==> src/rtl/mc_path_gen_if.sv <==
// Control inputs and terminal-price path stream of the Monte Carlo path generator.
interface mc_path_gen_if;
    logic               start;
    logic               abort;
    logic        [11:0] S0;
    logic signed [7:0]  mu;
    logic        [7:0]  sigma;
    logic        [11:0] path;
    logic               path_valid;
    logic               busy;
    logic               done;

    // Controller side: issues runs and consumes the path stream.
    modport master (
        output start, abort, S0, mu, sigma,
        input  path, path_valid, busy, done
    );

    // Generator side.
    modport slave (
        input  start, abort, S0, mu, sigma,
        output path, path_valid, busy, done
    );
endinterface

==> src/rtl/mc_path_gen.sv <==
// Monte Carlo terminal-price path source: STEPS-step saturating random walk per path, N_PATHS per run.
// Optional MC_PATH_GEN_ANTITHETIC_EN: odd paths replay the negated draws of the preceding even path.
module mc_path_gen #(
    parameter int unsigned STEPS   = 16,
    parameter int unsigned N_PATHS = 1024,
    parameter logic [15:0] SEED    = 16'hACE1
) (
    input  logic         clk,
    input  logic         rst_n,
    mc_path_gen_if.slave bus
);
    localparam int unsigned STEP_W = (STEPS > 1) ? $clog2(STEPS) : 1;
    localparam int unsigned PATH_W = (N_PATHS > 1) ? $clog2(N_PATHS) : 1;
    localparam logic [STEP_W-1:0] STEP_LAST = STEP_W'(STEPS - 1);
    localparam logic [PATH_W-1:0] PATH_LAST = PATH_W'(N_PATHS - 1);

    typedef enum logic [1:0] {
        IDLE = 2'd0,
        RUN  = 2'd1,
        DONE = 2'd2
    } state_t;

    // One Galois step, taps x^16+x^14+x^13+x^11 (right-shifting form).
    function automatic logic [15:0] lfsr_step(input logic [15:0] cur);
        lfsr_step = {1'b0, cur[15:1]} ^ (cur[0] ? 16'hB400 : 16'h0000);
    endfunction

    // Approximate Gaussian draw: nibble sum re-centred to -30..+30.
    function automatic logic signed [6:0] lfsr_draw(input logic [15:0] val);
        logic [6:0] nib_sum;
        nib_sum   = {3'b000, val[3:0]} + {3'b000, val[7:4]}
                  + {3'b000, val[11:8]} + {3'b000, val[15:12]};
        lfsr_draw = $signed(nib_sum - 7'd30);
    endfunction

    // One walk step with clamping to the 12-bit price range.
    function automatic logic [11:0] walk_step(
        input logic        [11:0] acc,
        input logic signed [7:0]  drift,
        input logic        [7:0]  scale,
        input logic signed [6:0]  z
    );
        logic signed [14:0] prod;
        logic signed [14:0] scaled;
        logic signed [14:0] s;
        prod   = $signed({7'b0000000, scale}) * $signed({{8{z[6]}}, z});
        scaled = prod >>> 4;
        s      = $signed({3'b000, acc}) + $signed({{7{drift[7]}}, drift}) + scaled;
        if (s[14]) begin
            walk_step = 12'd0;
        end else if (|s[13:12]) begin
            walk_step = 12'd4095;
        end else begin
            walk_step = s[11:0];
        end
    endfunction

    state_t             state_r;
    state_t             state_nxt_s;
    logic [15:0]        lfsr_r;
    logic [15:0]        lfsr_nxt_s;
    logic [15:0]        lfsr_adv_s;
    logic [15:0]        lfsr_run_s;
    logic [11:0]        acc_r;
    logic [11:0]        acc_nxt_s;
    logic [11:0]        acc_step_s;
    logic [STEP_W-1:0]  step_r;
    logic [STEP_W-1:0]  step_nxt_s;
    logic [PATH_W-1:0]  path_cnt_r;
    logic [PATH_W-1:0]  path_cnt_nxt_s;
    logic [11:0]        s0_r;
    logic signed [7:0]  mu_r;
    logic [7:0]         sigma_r;
    logic               load_s;
    logic               advance_s;
    logic signed [6:0]  z_s;
    logic [11:0]        path_r;
    logic [11:0]        path_nxt_s;
    logic               path_valid_r;
    logic               path_valid_nxt_s;
    logic               busy_r;
    logic               done_r;

`ifdef MC_PATH_GEN_ANTITHETIC_EN
    logic signed [6:0]  z_buf_r [STEPS];
    logic               odd_s;

    // Draw selection: fresh draws on even paths, negated replay with frozen lfsr on odd paths.
    always_comb begin
        odd_s      = path_cnt_r[0];
        lfsr_adv_s = lfsr_step(lfsr_r);
        if (odd_s) begin
            z_s        = -z_buf_r[step_r];
            lfsr_run_s = lfsr_r;
        end else begin
            z_s        = lfsr_draw(lfsr_adv_s);
            lfsr_run_s = lfsr_adv_s;
        end
        acc_step_s = walk_step(acc_r, mu_r, sigma_r, z_s);
    end

    // Draw buffer filled during even paths.
    always_ff @(posedge clk or negedge rst_n) begin
        if (!rst_n) begin
            for (int i = 0; i < int'(STEPS); i++) begin
                z_buf_r[i] <= 7'sd0;
            end
        end else if (advance_s && !odd_s) begin
            z_buf_r[step_r] <= z_s;
        end else begin
            z_buf_r <= z_buf_r;
        end
    end
`else
    // Draw selection: every step consumes a fresh lfsr value.
    always_comb begin
        lfsr_adv_s = lfsr_step(lfsr_r);
        z_s        = lfsr_draw(lfsr_adv_s);
        lfsr_run_s = lfsr_adv_s;
        acc_step_s = walk_step(acc_r, mu_r, sigma_r, z_s);
    end
`endif

    // Next-state and datapath-update decode; abort takes priority over any step in RUN.
    always_comb begin
        state_nxt_s      = state_r;
        lfsr_nxt_s       = lfsr_r;
        acc_nxt_s        = acc_r;
        step_nxt_s       = step_r;
        path_cnt_nxt_s   = path_cnt_r;
        load_s           = 1'b0;
        advance_s        = 1'b0;
        path_nxt_s       = 12'd0;
        path_valid_nxt_s = 1'b0;
        case (state_r)
            IDLE: begin
                if (bus.start) begin
                    state_nxt_s    = RUN;
                    load_s         = 1'b1;
                    acc_nxt_s      = bus.S0;
                    step_nxt_s     = '0;
                    path_cnt_nxt_s = '0;
                end else begin
                    state_nxt_s = IDLE;
                end
            end
            RUN: begin
                if (bus.abort) begin
                    state_nxt_s = IDLE;
                end else begin
                    advance_s  = 1'b1;
                    lfsr_nxt_s = lfsr_run_s;
                    if (step_r == STEP_LAST) begin
                        path_nxt_s       = acc_step_s;
                        path_valid_nxt_s = 1'b1;
                        acc_nxt_s        = s0_r;
                        step_nxt_s       = '0;
                        path_cnt_nxt_s   = path_cnt_r + {{(PATH_W-1){1'b0}}, 1'b1};
                        if (path_cnt_r == PATH_LAST) begin
                            state_nxt_s = DONE;
                        end else begin
                            state_nxt_s = RUN;
                        end
                    end else begin
                        acc_nxt_s  = acc_step_s;
                        step_nxt_s = step_r + {{(STEP_W-1){1'b0}}, 1'b1};
                    end
                end
            end
            DONE: begin
                state_nxt_s = IDLE;
            end
            default: begin
                state_nxt_s = IDLE;
            end
        endcase
    end

    // State, walk registers and registered outputs.
    always_ff @(posedge clk or negedge rst_n) begin
        if (!rst_n) begin
            state_r      <= IDLE;
            lfsr_r       <= SEED;
            acc_r        <= 12'd0;
            step_r       <= '0;
            path_cnt_r   <= '0;
            path_r       <= 12'd0;
            path_valid_r <= 1'b0;
            busy_r       <= 1'b0;
            done_r       <= 1'b0;
        end else begin
            state_r      <= state_nxt_s;
            lfsr_r       <= lfsr_nxt_s;
            acc_r        <= acc_nxt_s;
            step_r       <= step_nxt_s;
            path_cnt_r   <= path_cnt_nxt_s;
            path_r       <= path_nxt_s;
            path_valid_r <= path_valid_nxt_s;
            busy_r       <= (state_nxt_s == RUN);
            done_r       <= (state_r == DONE);
        end
    end

    // Run parameters captured on an accepted start and held for the whole run.
    always_ff @(posedge clk or negedge rst_n) begin
        if (!rst_n) begin
            s0_r    <= 12'd0;
            mu_r    <= 8'sd0;
            sigma_r <= 8'd0;
        end else if (load_s) begin
            s0_r    <= bus.S0;
            mu_r    <= bus.mu;
            sigma_r <= bus.sigma;
        end else begin
            s0_r    <= s0_r;
            mu_r    <= mu_r;
            sigma_r <= sigma_r;
        end
    end

    assign bus.path       = path_r;
    assign bus.path_valid = path_valid_r;
    assign bus.busy       = busy_r;
    assign bus.done       = done_r;
endmodule

==> src/flat_wrapper.sv <==
// flat-port wrapper written by rule: the top's interface ports become plain ports
module mc_path_gen_flat 
#(
    parameter int unsigned STEPS   = 16,
    parameter int unsigned N_PATHS = 1024,
    parameter logic [15:0] SEED    = 16'hACE1
)
  (clk, rst_n, bus_start, bus_abort, bus_S0, bus_mu, bus_sigma, bus_path, bus_path_valid, bus_busy, bus_done);
  mc_path_gen_if bus_i ();
  input  logic clk;
  input  logic rst_n;
  input wire logic [$bits(bus_i.start)-1:0] bus_start;
  input wire logic [$bits(bus_i.abort)-1:0] bus_abort;
  input wire logic [$bits(bus_i.S0)-1:0] bus_S0;
  input wire logic [$bits(bus_i.mu)-1:0] bus_mu;
  input wire logic [$bits(bus_i.sigma)-1:0] bus_sigma;
  output wire logic [$bits(bus_i.path)-1:0] bus_path;
  output wire logic [$bits(bus_i.path_valid)-1:0] bus_path_valid;
  output wire logic [$bits(bus_i.busy)-1:0] bus_busy;
  output wire logic [$bits(bus_i.done)-1:0] bus_done;
  assign bus_i.start = bus_start;
  assign bus_i.abort = bus_abort;
  assign bus_i.S0 = bus_S0;
  assign bus_i.mu = bus_mu;
  assign bus_i.sigma = bus_sigma;
  assign bus_path = bus_i.path;
  assign bus_path_valid = bus_i.path_valid;
  assign bus_busy = bus_i.busy;
  assign bus_done = bus_i.done;
  mc_path_gen #(.STEPS(STEPS), .N_PATHS(N_PATHS), .SEED(SEED)) u_core (.clk(clk), .rst_n(rst_n), .bus(bus_i));
endmodule
==> config.mk <==
export PLATFORM = sky130hd
export DESIGN_NAME = mc_path_gen_flat
export DESIGN_NICKNAME = d
export VERILOG_FILES = /design/src/rtl/mc_path_gen_if.sv /design/src/rtl/mc_path_gen.sv /design/src/flat_wrapper.sv
export SDC_FILE = /design/constraint.sdc
export NUM_CORES = 1
export LEC_CHECK = 0
export ABC_CLOCK_PERIOD_IN_PS = 9400
export CORE_MARGIN = 1.5
export CORE_UTILIZATION = 50
export DETAILED_ROUTE_END_ITERATION = 8
export GPL_ROUTABILITY_DRIVEN = 0
export HOLD_SLACK_MARGIN = 0.08
export PLACE_DENSITY = 0.72
export SLEW_MARGIN = 10
export SYNTH_ARGS = -nofsm -noshare
export SYNTH_HDL_FRONTEND = slang
export SYNTH_SLANG_ARGS = --single-unit
==> constraint.sdc <==
create_clock -name clk -period 9.4 [get_ports clk]
set_input_delay 1.88 -clock clk [delete_from_list [all_inputs] [get_ports clk]]
set_output_delay 1.88 -clock clk [all_outputs]
set_load 0.05 [all_outputs]
# Yosys cells after proc, flatten, opt, wreduce, memory -nomap -nowiden
# Cells that the tools add are included.
dict set report word_totals {
  inputBits 32
  word_cells 65
  out_inout_bits 15
  regBits 87
}
dict set report classes {
  n_reduce_logical 6
  add_sub_neg 8
  n_mul 1
  n_eq_ne 8
  bitwise_logic 2
  muxes 28
}
# cell n
set op_table {}
lappend op_table {{$mux W12} 8}
lappend op_table {{$mux W10} 3}
lappend op_table {{$pmux W12 S2} 1}
lappend op_table {{$pmux W10 S2} 1}
lappend op_table {{$mux W16} 1}
lappend op_table {{$xor A15 B16 Y16} 1}
lappend op_table {{$add A14 B11 Y15} 1}
lappend op_table {{$mul A9 B7 Y15} 1}
lappend op_table {{$add A13 B8 Y14} 1}
lappend op_table {{$add A7 B4 Y7} 2}
lappend op_table {{$mux W4} 3}
lappend op_table {{$add A10 B1 Y10 const B} 1}
lappend op_table {{$eq A10 B10 Y1 const B} 1}
lappend op_table {{$pmux W4 S2} 1}
lappend op_table {{$sub A7 B5 Y7 const B} 1}
lappend op_table {{$mux W1} 6}
lappend op_table {{$mux W2} 3}
lappend op_table {{$add A4 B4 Y5} 1}
lappend op_table {{$add A4 B1 Y4 const B} 1}
lappend op_table {{$eq A2 B1 Y1 const B} 2}
lappend op_table {{$eq A4 B4 Y1 const B} 1}
lappend op_table {{$ne A2 B2 Y1 const B} 2}
lappend op_table {{$pmux W2 S2} 1}
lappend op_table {{$reduce_and A4 Y1} 1}
lappend op_table {{8 further kinds} 8}

# Longest topological paths before layout
# Gate-level depths: netlist of run 1.
dict set report depth {
  ltp_word 14
  mapped_depth 38
  depth_no_buf 37
}

# Worst setup path after synthesis of run 1
# No wires, ideal clock.
dict set report synth_path {
  kind {register to register}
  from {register u_core.lfsr_r[1]}
  to {register u_core.acc_r[9]}
  stages_incl_launch_ff 35
  period_less_slack_ps 8997
  n_path_buf 0
  setup_ps 82
  t_required_ps 9318
  arrival_time_ps 8915
  path_slack_ps 403
  path_cell_list {dfrtp_1 ha_1 fa_1 xnor2_1 fa_1 inv_1 ha_1 a21o_1 a21oi_1 o21bai_1 or2_2 fa_1 fa_1 inv_1 fa_1 inv_1 fa_1 inv_1 ha_1 o21ai_0 a221oi_1 a31oi_1 a21oi_1 mux2i_1 nand2_1 fa_1 inv_1 ha_1 a21oi_1 o21ai_0 a22o_1 nor2_1 mux2_1 a311o_1 a31oi_1}
}
dict set report synth_between {
  elab_chain_cells 13
}
# element line
set synth_lines {}
lappend synth_lines {{start: declaration} mc_path_gen.sv:60} ;# logic [15:0] lfsr_r;
lappend synth_lines {{start signal: assignment} mc_path_gen.sv:193} ;# lfsr_r <= lfsr_nxt_s;
lappend synth_lines {{$xor A15 B16 Y16 *} mc_path_gen.sv:25} ;# lfsr_step = {1'b0, cur[15:1]} ^ (cur[0] ? 16'hB400 : 16'h0000);
lappend synth_lines {{$add A4 B4 Y5 *} mc_path_gen.sv:31} ;# nib_sum = {3'b000, val[3:0]} + {3'b000, val[7:4]}
lappend synth_lines {{$add A7 B4 Y7 * (2 in series)} mc_path_gen.sv:32} ;# + {3'b000, val[11:8]} + {3'b000, val[15:12]};
lappend synth_lines {{$sub A7 B5 Y7 *} mc_path_gen.sv:33} ;# lfsr_draw = $signed(nib_sum - 7'd30);
lappend synth_lines {{$mul A9 B7 Y15 *} mc_path_gen.sv:46} ;# prod = $signed({7'b0000000, scale}) * $signed({{8{z[6]}}, z});
lappend synth_lines {{$add A14 B11 Y15 *} mc_path_gen.sv:48} ;# s = $signed({3'b000, acc}) + $signed({{7{drift[7]}}, drift}) + scaled;
lappend synth_lines {{$reduce_or A2 Y1} mc_path_gen.sv:51} ;# end else if (|s[13:12]) begin
lappend synth_lines {{$mux W12} mc_path_gen.sv:51}
lappend synth_lines {{$mux W12 *} mc_path_gen.sv:49} ;# if (s[14]) begin
lappend synth_lines {{$mux W12 *} mc_path_gen.sv:153} ;# if (step_r == STEP_LAST) begin
lappend synth_lines {{$mux W12 *} mc_path_gen.sv:148} ;# if (bus.abort) begin
lappend synth_lines {{$pmux W12 S2 *} mc_path_gen.sv:135} ;# case (state_r)
lappend synth_lines {{end signal: assignment} mc_path_gen.sv:194} ;# acc_r <= acc_nxt_s;
lappend synth_lines {{end: declaration} mc_path_gen.sv:64} ;# logic [11:0] acc_r;
# Mark *: on every way between the ends. The rest lies on a longest branch, timed or not. The select of a mux whose other input is x is not followed.
# A chain may end at the register's enable or synchronous reset.

# Final worst setup path of run 1
dict set report layout_path {
  from {register u_core.lfsr_r[6]}
  to {register u_core.acc_r[9]}
}
# The elaborated chain is that of the path after synthesis.

==> results of run 1 <==
area by class of cell:
type	instances	area share, %
tap	176	2.71
timing repair buffer	58	6.75
clock buffer	9	2.78
sequential	87	27.0
multi-input combinational	553	54.8
clock inverter	7	1.09
inverter	106	4.90
state kept, by name, indices dropped and copies added (netlist names):
register               cells
u_core.bus.busy            1
u_core.step_r              4
u_core.bus.path           12
u_core.path_cnt_r         10
u_core.state_r             2
u_core.bus.path_valid      1
u_core.s0_r               12
u_core.bus.done            1
u_core.sigma_r             8
u_core.mu_r                8
u_core.acc_r              12
u_core.lfsr_r             16
timing repair:
action | CTS | global route
endpoints found under the setup margin | 11 | 24
buffers inserted | 0 | 8
hold endpoints to repair | 0 | 0
resized for setup | 4 | 26
cloned | 0 | 0
pin swaps | 0 | 10
cell families (layout without fill, tap and decap cells):
family | Yosys count | in the layout | share of synthesized area, %
AO/OA/AOI/OAI | 137 | 137 | 13.1
XOR/XNOR | 38 | 38 | 5.01
adder cells (fa/ha/maj) | 111 | 111 | 25.3
buffers and inverters | 124 | 180 | 6.71
flip-flops | 87 | 87 | 31.5
multiplexers | 3 | 3 | 0.451
AND/OR/NAND/NOR | 264 | 264 | 17.8
synth_stat cells (all sizes together) (3+ instances only):
library cell and instances:
a31oi 3, dfrtp 79, a211o 3, clkbuf 18
a311o 4, and3 10, nor2b 5, inv 106
xor2 21, nand2b 8, or3 7, xnor2 17
nor4 3, and2 37, nand3 9, nor3 10
ha 62, nand4 10, o22ai 4, o21ai 37
or2 3, dfstp 8, a21oi 36, nand2 128
nor2 32, a21o 16, o21a 10, fa 49
critical path: cells and delay by family (launching register included):
kind	cells	cell delay (ps)
AOI/OAI and AO/OA	12	2320
xor gates and xnor gates	2	370
adders and majority gates	10	4220
buffers and inverters	6	420
DFF	1	560
muxes	2	690
and+or+nand+nor	3	420
per-stage QoR:
step	hold WS [ps]	TNS, ps
after floorplan	440	0
after global placement	456	0
after detailed placement	457	-101
after CTS	475	0
after global routing	486	-606
final	473	0
final timing paths:
check                           cells after the start              from              endpoint
worst max-delay path                               35  u_core.lfsr_r[6]       u_core.acc_r[9]
worst max register to register                     35  u_core.lfsr_r[6]       u_core.acc_r[9]
min in group asynchronous                           1             rst_n  u_core.path_cnt_r[4]
max in group asynchronous                           1             rst_n     u_core.sigma_r[7]
worst min register to register                      2   u_core.s0_r[11]       u_core.s0_r[11]
worst min-delay path                                2   u_core.s0_r[11]       u_core.s0_r[11]
metal layers:
metal / share of wire, % / track usage (%) / routed length (µm) / vias up
li1: - / - / - / 2603
met1: 44 / 31.1 / 7200 / 2682
met2: 49 / 39.4 / 7880 / 132
met3: 4.7 / 5.61 / 754 / 32
met4: 2.2 / 7.06 / 350 / 0
met5: 0 / 0 / 0 / -
==> out/metrics.cfg, run 1 <==
[global_routing]
antenna_found_initial=0
grt_pass1_vias=5577
grt_overflow_total=0
grtUsageTotal_pct=23.8
grt_max_degree=88
grt_pass1_wl_mm=27.1

[timing]
setup_viol=0
rsz0062_at_grt=true
fmax_ghz=0.110
fin_crit_sh_pct=96.6
drv_slew=0
hold_viol_final=0
tightestPinTransition_ps=1140
clock_skew_ps=13.9
max-slew-margin-rel_pct=24.1
fin_crit_ps=9080
worst_slack_ps=319

[detailed_routing]
ant_nets=0
num_vias=5449
finalWirelength_mm=16.2
wl_per_cell_um=16.3
dr.pass1.iters=5
remaining_drc_errors=0
viasPerCell=5.47
first_iter_violations=373

[synth]
ys_seq_elements=87
synth.distinct_cells=55
yosysTopAreaCell=dfrtp_1
synth.avg_cell_area_um2=9.08
yosys_warnings=0
ys.flop_type=dfrtp_1
seq_area_frac_synth_pct=31.5
synthArstFlopShare_pct=100
synth_area_um2=6940
synth_edf_count=0
syn_inst=764
yosysTopAreaCellShare_pct=28.5
yosys-top-cells-area=dfrtp_1, fa_1, ha_1
synth_nets=907

[clocking]
clock-sinks=87
clk_pin_slew_ps=70
holdBufCountCts=0
ctsRootBufferMaster=clkbuf_16
htree_levels=3
cts.path.max_buffers=2
cts_made_buffers=9
cts_tree=yes
clock_latency_ps=360

[placement]
io_buffers=46
place_ws_ps=-30.9
placed_area_um2=7580
place_inst=972
hpwlAfterDp_mm=11.8

[finish]
nets=958
fin_area_um2=8110
multi_input_area_um2=4450
fill_cells=1109
seqCellArea_um2=2190
fin_cells=996
layout_commonest_cell=nand2_1
diodes=0
area_delta_synth_final_pct=17.0
drive_gt1_share_pct=8.90
final_cell_mix=nand2_1, inv_1, dfrtp_1
fin_util_pct=60.6

[critical_path]
cpMostUsedCell=fa_1
rrSetupSlack_ps=320
worst_setup_path_start_kind=register
cpMaxStageDelayCell=dfstp_2
end_kind=register
arrival_ps=9360
criticalPathCategory=reg -> reg
critPathMaxStageDelay_ps=560
cp_max_fo=8
critPathRequiredTime_ps=9680

[floorplan]
dieArea_um2=14600
initial_core_util_pct=51.8
fp-row-count=42
coreArea_um2=13400
ios=47
dieHeight_um=121
fp.dieW_um=121

[status]
status=finished clean

[worst_hold_path]
hp-class=reg -> reg

[run]
maxCapViolCount=0

Power of run 1 is left out: the tool's default activity adds up to more than one toggle a clock period on the data nets, which glitch-free logic cannot reach.
==> run 2, diff against run 1 <==
--- a/config.mk
+++ b/config.mk
@@ -5,14 +5,15 @@
 export SDC_FILE = /design/constraint.sdc
 export NUM_CORES = 1
 export LEC_CHECK = 0
+export ABC_AREA = 0
 export ABC_CLOCK_PERIOD_IN_PS = 9400
+export CAP_MARGIN = 20
 export CORE_MARGIN = 1.5
 export CORE_UTILIZATION = 50
 export DETAILED_ROUTE_END_ITERATION = 8
 export GPL_ROUTABILITY_DRIVEN = 0
 export HOLD_SLACK_MARGIN = 0.08
 export PLACE_DENSITY = 0.72
-export SLEW_MARGIN = 10
 export SYNTH_ARGS = -nofsm -noshare
 export SYNTH_HDL_FRONTEND = slang
 export SYNTH_SLANG_ARGS = --single-unit
==> run 2 against run 1 <==
Net effect:
- critical path depth unchanged
- cell count up 0.20%
- maximum frequency about the same
- count of clock-buffer cells in the layout unchanged
- critical endpoint unchanged
- via count down 0.51%
- sequential share of layout area down 0.16 points
- die area unchanged
- core utilization up 0.35 points
==> out/metrics.cfg, run 2 (synthesis results as in run 1) <==
[critical_path]
rrSetupSlack_ps=310  ; was 320 ps
end_kind=register  ; unchanged
r2r-start=u_core.lfsr_r[6]  ; unchanged
cp_max_fo=8  ; unchanged
path_delay_family=adder cells  ; unchanged
criticalPathCategory=reg -> reg  ; unchanged
cpMaxStageDelayCell=dfstp_2  ; unchanged
arrival_ps=9370  ; was 9360 ps
worst-path-buf-inv=6  ; unchanged
reg2reg_depth=35  ; unchanged
critPathRequiredTime_ps=9680  ; about the same
worst_setup_path_start_kind=register  ; unchanged
cpMostUsedCell=fa_1  ; unchanged
r2r_end=u_core.acc_r[9]  ; unchanged
critPathMaxStageDelay_ps=550  ; was 560 ps

[floorplan]
dieHeight_um=121  ; unchanged
dieArea_um2=14600  ; unchanged
ios=47  ; unchanged
fp-row-count=42  ; unchanged
coreArea_um2=13400  ; unchanged
fp.dieW_um=121  ; unchanged
initial_core_util_pct=51.8  ; unchanged

[timing]
drv_slew=0  ; unchanged
fin_crit_ps=9090  ; was 9080 ps
fmax_ghz=0.110  ; about the same
fin_crit_sh_pct=96.7  ; was 96.6%
holdWs_ps=472  ; was 473 ps
max-slew-margin-rel_pct=29.0  ; was 24.1%
tightestPinTransition_ps=1060  ; was 1140 ps
hold_viol_final=0  ; unchanged
clock_skew_ps=11.9  ; was 13.9 ps
rsz0062_at_grt=true  ; unchanged
worst_slack_ps=312  ; was 319 ps
setup_viol=0  ; unchanged

[finish]
area_delta_synth_final_pct=17.7  ; was 17.0%
diodes=0  ; unchanged
drive_gt1_share_pct=9.12  ; was 8.90%
final_cell_mix=nand2_1, inv_1, dfrtp_1  ; unchanged
largest_register_ffs=16  ; unchanged
fin_cells=998  ; was 996
fill_cells=1101  ; was 1,109
nets=960  ; was 958
regMostFlops=u_core.lfsr_r  ; unchanged
layout_commonest_cell=nand2_1  ; unchanged

[worst_hold_path]
hold_end=u_core.s0_r[11]  ; unchanged
hold_path_startpoint=u_core.s0_r[11]  ; unchanged
hp-class=reg -> reg  ; unchanged
hold_depth=2  ; unchanged

[placement]
place_inst=972  ; unchanged
io_buffers=46  ; unchanged
place_ws_ps=-30.9  ; unchanged
hpwlAfterDp_mm=11.8  ; unchanged

[global_routing]
grtUsageTotal_pct=23.8  ; unchanged
antenna_found_initial=0  ; unchanged
grt_max_degree=88  ; unchanged
grt_overflow_total=0  ; unchanged
grt_pass1_wl_mm=27.1  ; unchanged
grt_pass1_vias=5577  ; unchanged

[detailed_routing]
finalWirelength_mm=16.2  ; about the same
num_vias=5421  ; was 5,449
dr.pass1.iters=5  ; unchanged
remaining_drc_errors=0  ; unchanged
ant_nets=0  ; unchanged
first_iter_violations=355  ; was 373
wl_per_cell_um=16.2  ; was 16.3 µm
viasPerCell=5.43  ; was 5.47

[status]
status=finished clean  ; unchanged

[clocking]
htree_levels=3  ; unchanged
cts_made_buffers=9  ; unchanged
clock-sinks=87  ; unchanged
cts_tree=yes  ; unchanged
ctsRootBufferMaster=clkbuf_16  ; unchanged
clk_pin_slew_ps=70  ; about the same
holdBufCountCts=0  ; unchanged
clock_latency_ps=360  ; about the same
cts.path.max_buffers=2  ; unchanged

[run]
maxCapViolCount=0  ; unchanged

-- run 2: tightest hold or removal path, delay by kind of cell (launching register included) --
family | cells | cell delay [ps]
flops | 1 | 340
simple gates | 2 | 110
-- run 2: per-layer routing --
metal | share of wire, % | vias to the layer above | wire [µm] | track usage, %
li1 | - | 2612 | - | -
met1 | 44 | 2647 | 7170 | 31.1
met2 | 49 | 131 | 7960 | 39.4
met3 | 4.6 | 31 | 741 | 5.61
met4 | 2.0 | 0 | 328 | 7.06
met5 | 0 | - | 0 | 0
-- run 2: worst max path at each step --
stage / start / slack [ps] / cells past startpoint / to
finish: u_core.lfsr_r[6] / 310 / 35 / u_core.acc_r[9]
detailed placement: u_core.lfsr_r[1] / -30 / 34 / u_core.bus.path[9]
CTS: u_core.lfsr_r[1] / 80 / 34 / u_core.acc_r[9]
floorplan: u_core.lfsr_r[1] / 400 / 34 / u_core.acc_r[9]
global placement: u_core.lfsr_r[1] / 230 / 34 / u_core.acc_r[9]
global route: u_core.lfsr_r[6] / -90 / 35 / u_core.acc_r[10]
-- run 2: per-stage QoR --
| stage | cell area (µm²) | util [%] | setup TNS (ps) |
|---|---|---|---|
| final | 8160 | 60.9 | 0 |
| after global routing | 8160 | 60.9 | -647 |
| after CTS | 7920 | 59.1 | 0 |
| after detailed placement | 7580 | 56.6 | -101 |
| after global placement | 7580 | 56.6 | 0 |
| after floorplan | 6940 | - | 0 |
-- run 2: cell type report --
cell class	count	area (µm²)	area share (%)
well taps	176	220	2.70
repair buffers	60	596	7.30
clock buffers	9	225	2.76
clock inverters	7	88.8	1.09
flip-flops and latches	87	2190	26.8
inverters	106	398	4.88
multi-input cells	553	4450	54.5
-- run 2: timing repair --
| item | 4_1_cts | 5_1_grt |
|---|---|---|
| setup endpoints to repair | 11 | 24 |
| buffers inserted | 0 | 8 |
| resized for setup | 4 | 26 |
| pin swaps | 0 | 10 |
Power of run 2 is left out for the same reason.
==> run 3, diff against run 2 <==
--- a/config.mk
+++ b/config.mk
@@ -5,9 +5,9 @@
 export SDC_FILE = /design/constraint.sdc
 export NUM_CORES = 1
 export LEC_CHECK = 0
-export ABC_AREA = 0
+export ABC_AREA = 1
 export ABC_CLOCK_PERIOD_IN_PS = 9400
-export CAP_MARGIN = 20
+export CAP_MARGIN = 0
 export CORE_MARGIN = 1.5
 export CORE_UTILIZATION = 50
 export DETAILED_ROUTE_END_ITERATION = 8
==> run 3 against run 2 <==
Net effect:
- synthesized cell count is 21% higher
- hold slack better by 11 ps
- critical endpoint is now u_core.acc_r[10]
- clock skew hardly changed
==> out/metrics.cfg, run 3 <==
[timing]
tightestPinTransition_ps=1080  ; was 1060 ps
fin_crit_ps=8760  ; was 9090 ps
worst_slack_ps=643  ; was 312 ps
drv_slew=0  ; unchanged
fin_crit_sh_pct=93.2  ; was 96.7%
fin_tns_setup_ps=0  ; unchanged
max-slew-margin-rel_pct=27.7  ; was 29.0%
fmax_ghz=0.114  ; was 0.110 GHz
hold_viol_final=0  ; unchanged
clock_skew_ps=12.2  ; was 11.9 ps
setup_viol=0  ; unchanged

[detailed_routing]
wl_per_cell_um=13.9  ; was 16.2 µm
dr.pass1.iters=5  ; unchanged
remaining_drc_errors=0  ; unchanged
ant_nets=0  ; unchanged
viasPerCell=5.06  ; was 5.43
num_vias=5807  ; was 5,421
finalWirelength_mm=16.0  ; was 16.2 mm
first_iter_violations=342  ; was 355

[floorplan]
dieArea_um2=15000  ; was 14,600 µm²
coreArea_um2=13900  ; was 13,400 µm²
dieHeight_um=123  ; was 121 µm
initial_core_util_pct=51.3  ; was 51.8%
fp.dieW_um=123  ; was 121 µm
ios=47  ; unchanged
fp-row-count=43  ; was 42

[placement]
io_buffers=46  ; unchanged
hpwlAfterDp_mm=12.4  ; was 11.8 mm
place_ws_ps=428  ; was -30.9 ps
place_inst=1130  ; was 972

[worst_hold_path]
hp-class=reg -> reg  ; unchanged
hold_path_startpoint=u_core.path_cnt_r[9]  ; was u_core.s0_r[11]
hold_end=u_core.path_cnt_r[9]  ; was u_core.s0_r[11]
hold_depth=1  ; was 2

[critical_path]
reg2reg_depth=44  ; was 35
timing.critical_path.depth=44  ; was 35
cp_max_fo=8  ; unchanged
critPathRequiredTime_ps=9620  ; was 9680 ps
criticalPathCategory=reg -> reg  ; unchanged
cpMostUsedCell=nand2_1  ; was fa_1
r2r-start=u_core.lfsr_r[7]  ; was u_core.lfsr_r[6]
arrival_ps=8980  ; was 9370 ps
path_delay_family=adder cells  ; unchanged
cpMaxStageDelayCell=fa_1  ; was dfstp_2
end_kind=register  ; unchanged
r2r_end=u_core.acc_r[10]  ; was u_core.acc_r[9]
critPathMaxStageDelay_ps=550  ; about the same
worst_setup_path_start_kind=register  ; unchanged
rrSetupSlack_ps=640  ; was 310 ps
worst-path-buf-inv=8  ; was 6
crit_path_start=u_core.lfsr_r[7]  ; was u_core.lfsr_r[6]

[clocking]
clock-sinks=87  ; unchanged
holdBufCountCts=0  ; unchanged
cts.path.max_buffers=2  ; unchanged
cts_made_buffers=9  ; unchanged
post_cts_buffers=0  ; unchanged
clk_pin_slew_ps=70  ; about the same
clock_latency_ps=330  ; was 360 ps
cts_tree=yes  ; unchanged
htree_levels=3  ; unchanged
ctsRootBufferMaster=clkbuf_16  ; unchanged

[global_routing]
grtUsageTotal_pct=23.6  ; was 23.8%
grt_pass1_wl_mm=28.1  ; was 27.1 mm
grt_pass1_vias=5937  ; was 5,577
grt_overflow_total=0  ; unchanged
antenna_found_initial=0  ; unchanged
grt_max_degree=56  ; was 88

[synth]
synth.distinct_cells=39  ; was 55
yosysTopAreaCellShare_pct=27.7  ; was 28.5%
ys_seq_elements=87  ; unchanged
yosysMostFrequentCell=nand2_1  ; unchanged
synth_edf_count=0  ; unchanged
synthArstFlopShare_pct=100  ; unchanged
ys.flop_type=dfrtp_1  ; unchanged
seq_area_frac_synth_pct=30.6  ; was 31.5%
synth.avg_cell_area_um2=7.74  ; was 9.08 µm²
synthTopCellsByCount=nand2_1, inv_1, nor2_1  ; was nand2_1, inv_1, dfrtp_1
synth_area_um2=7140  ; was 6940 µm²
syn_inst=923  ; was 764
yosys-top-cells-area=dfrtp_1, fa_1, ha_1  ; unchanged
yosysTopAreaCell=dfrtp_1  ; unchanged
synth_nets=1066  ; was 907
yosys_warnings=0  ; unchanged

[run]
maxCapViolCount=0  ; unchanged

[finish]
fill_cells=1304  ; was 1,101
regMostFlops=u_core.lfsr_r  ; unchanged
largest_register_ffs=16  ; unchanged
multi_input_area_um2=4150  ; was 4450 µm²
drive_gt1_share_pct=4.96  ; was 9.12%
seqCellArea_um2=2190  ; unchanged
layout_commonest_cell=nand2_1  ; unchanged
final_cell_mix=nand2_1, inv_1, nor2_1  ; was nand2_1, inv_1, dfrtp_1
fin_cells=1147  ; was 998
area_delta_synth_final_pct=12.7  ; was 17.7%
nets=1105  ; was 960
diodes=0  ; unchanged

[status]
status=finished clean  ; unchanged

run 3: per-stage QoR:
| stage | instance area [µm²] | hold slack [ps] | util, % |
|---|---|---|---|
| 3_5_place_dp | 7750 | 470 | 55.6 |
| 2_1_floorplan | 7140 | 448 | - |
| 4_1_cts | 8020 | 484 | 57.5 |
| 6_report | 8050 | 483 | 57.7 |
| 3_3_place_gp | 7750 | 466 | 55.6 |
| 5_1_grt | 8050 | 514 | 57.7 |
run 3: final cells by class:
class | count | share of cell area [%]
clock buffer | 11 | 2.89
clock inverter | 5 | 0.435
timing repair inverter | 1 | 0.0933
multi-input combinational | 620 | 51.5
inverter | 194 | 9.11
sequential | 87 | 27.2
tap | 180 | 2.80
timing repair buffer | 49 | 5.97
run 3: worst reg2reg max path: cells and delay by family, from the launching register on:
kind	cells	cell delay, ps
XOR/XNOR	2	340
flip-flops	1	540
AND/OR/NAND/NOR	16	1730
buffers and inverters	8	610
AO/OA/AOI/OAI	8	1060
adder cells (fa/ha/maj)	10	4360
run 3: routing by layer:
layer	vias to the layer above	wire length (µm)	GRT usage, %
met4	0	320	7.19
met3	24	682	2.93
met1	2751	7450	33.1
met2	125	7530	38.5
met5	-	0	0
li1	2907	-	-
run 3: cells by family (layout without fill, tap and decap cells):
group | Yosys count | in the layout | synth area share [%]
AOI/OAI and AO/OA | 128 | 128 | 9.36
adders and majority gates | 111 | 111 | 24.6
DFF | 87 | 87 | 30.6
and+or+nand+nor | 355 | 355 | 20.6
xor gates and xnor gates | 26 | 26 | 3.19
buffers and inverters | 216 | 260 | 11.6
run 3: timing repair:
item                                    CTS  global route
endpoints found under the setup margin    0            24
hold endpoints to repair                  0             0
resized for setup                         0            11
run 3: worst max-delay path by stage:
stage	slack (ps)	endpoint
floorplan	1180	u_core.acc_r[10]
global placement	520	u_core.acc_r[11]
detailed placement	430	u_core.acc_r[0]
CTS	380	u_core.acc_r[0]
global route	-10	u_core.acc_r[11]
finish	640	u_core.acc_r[10]
Power of run 3 is left out for the same reason.
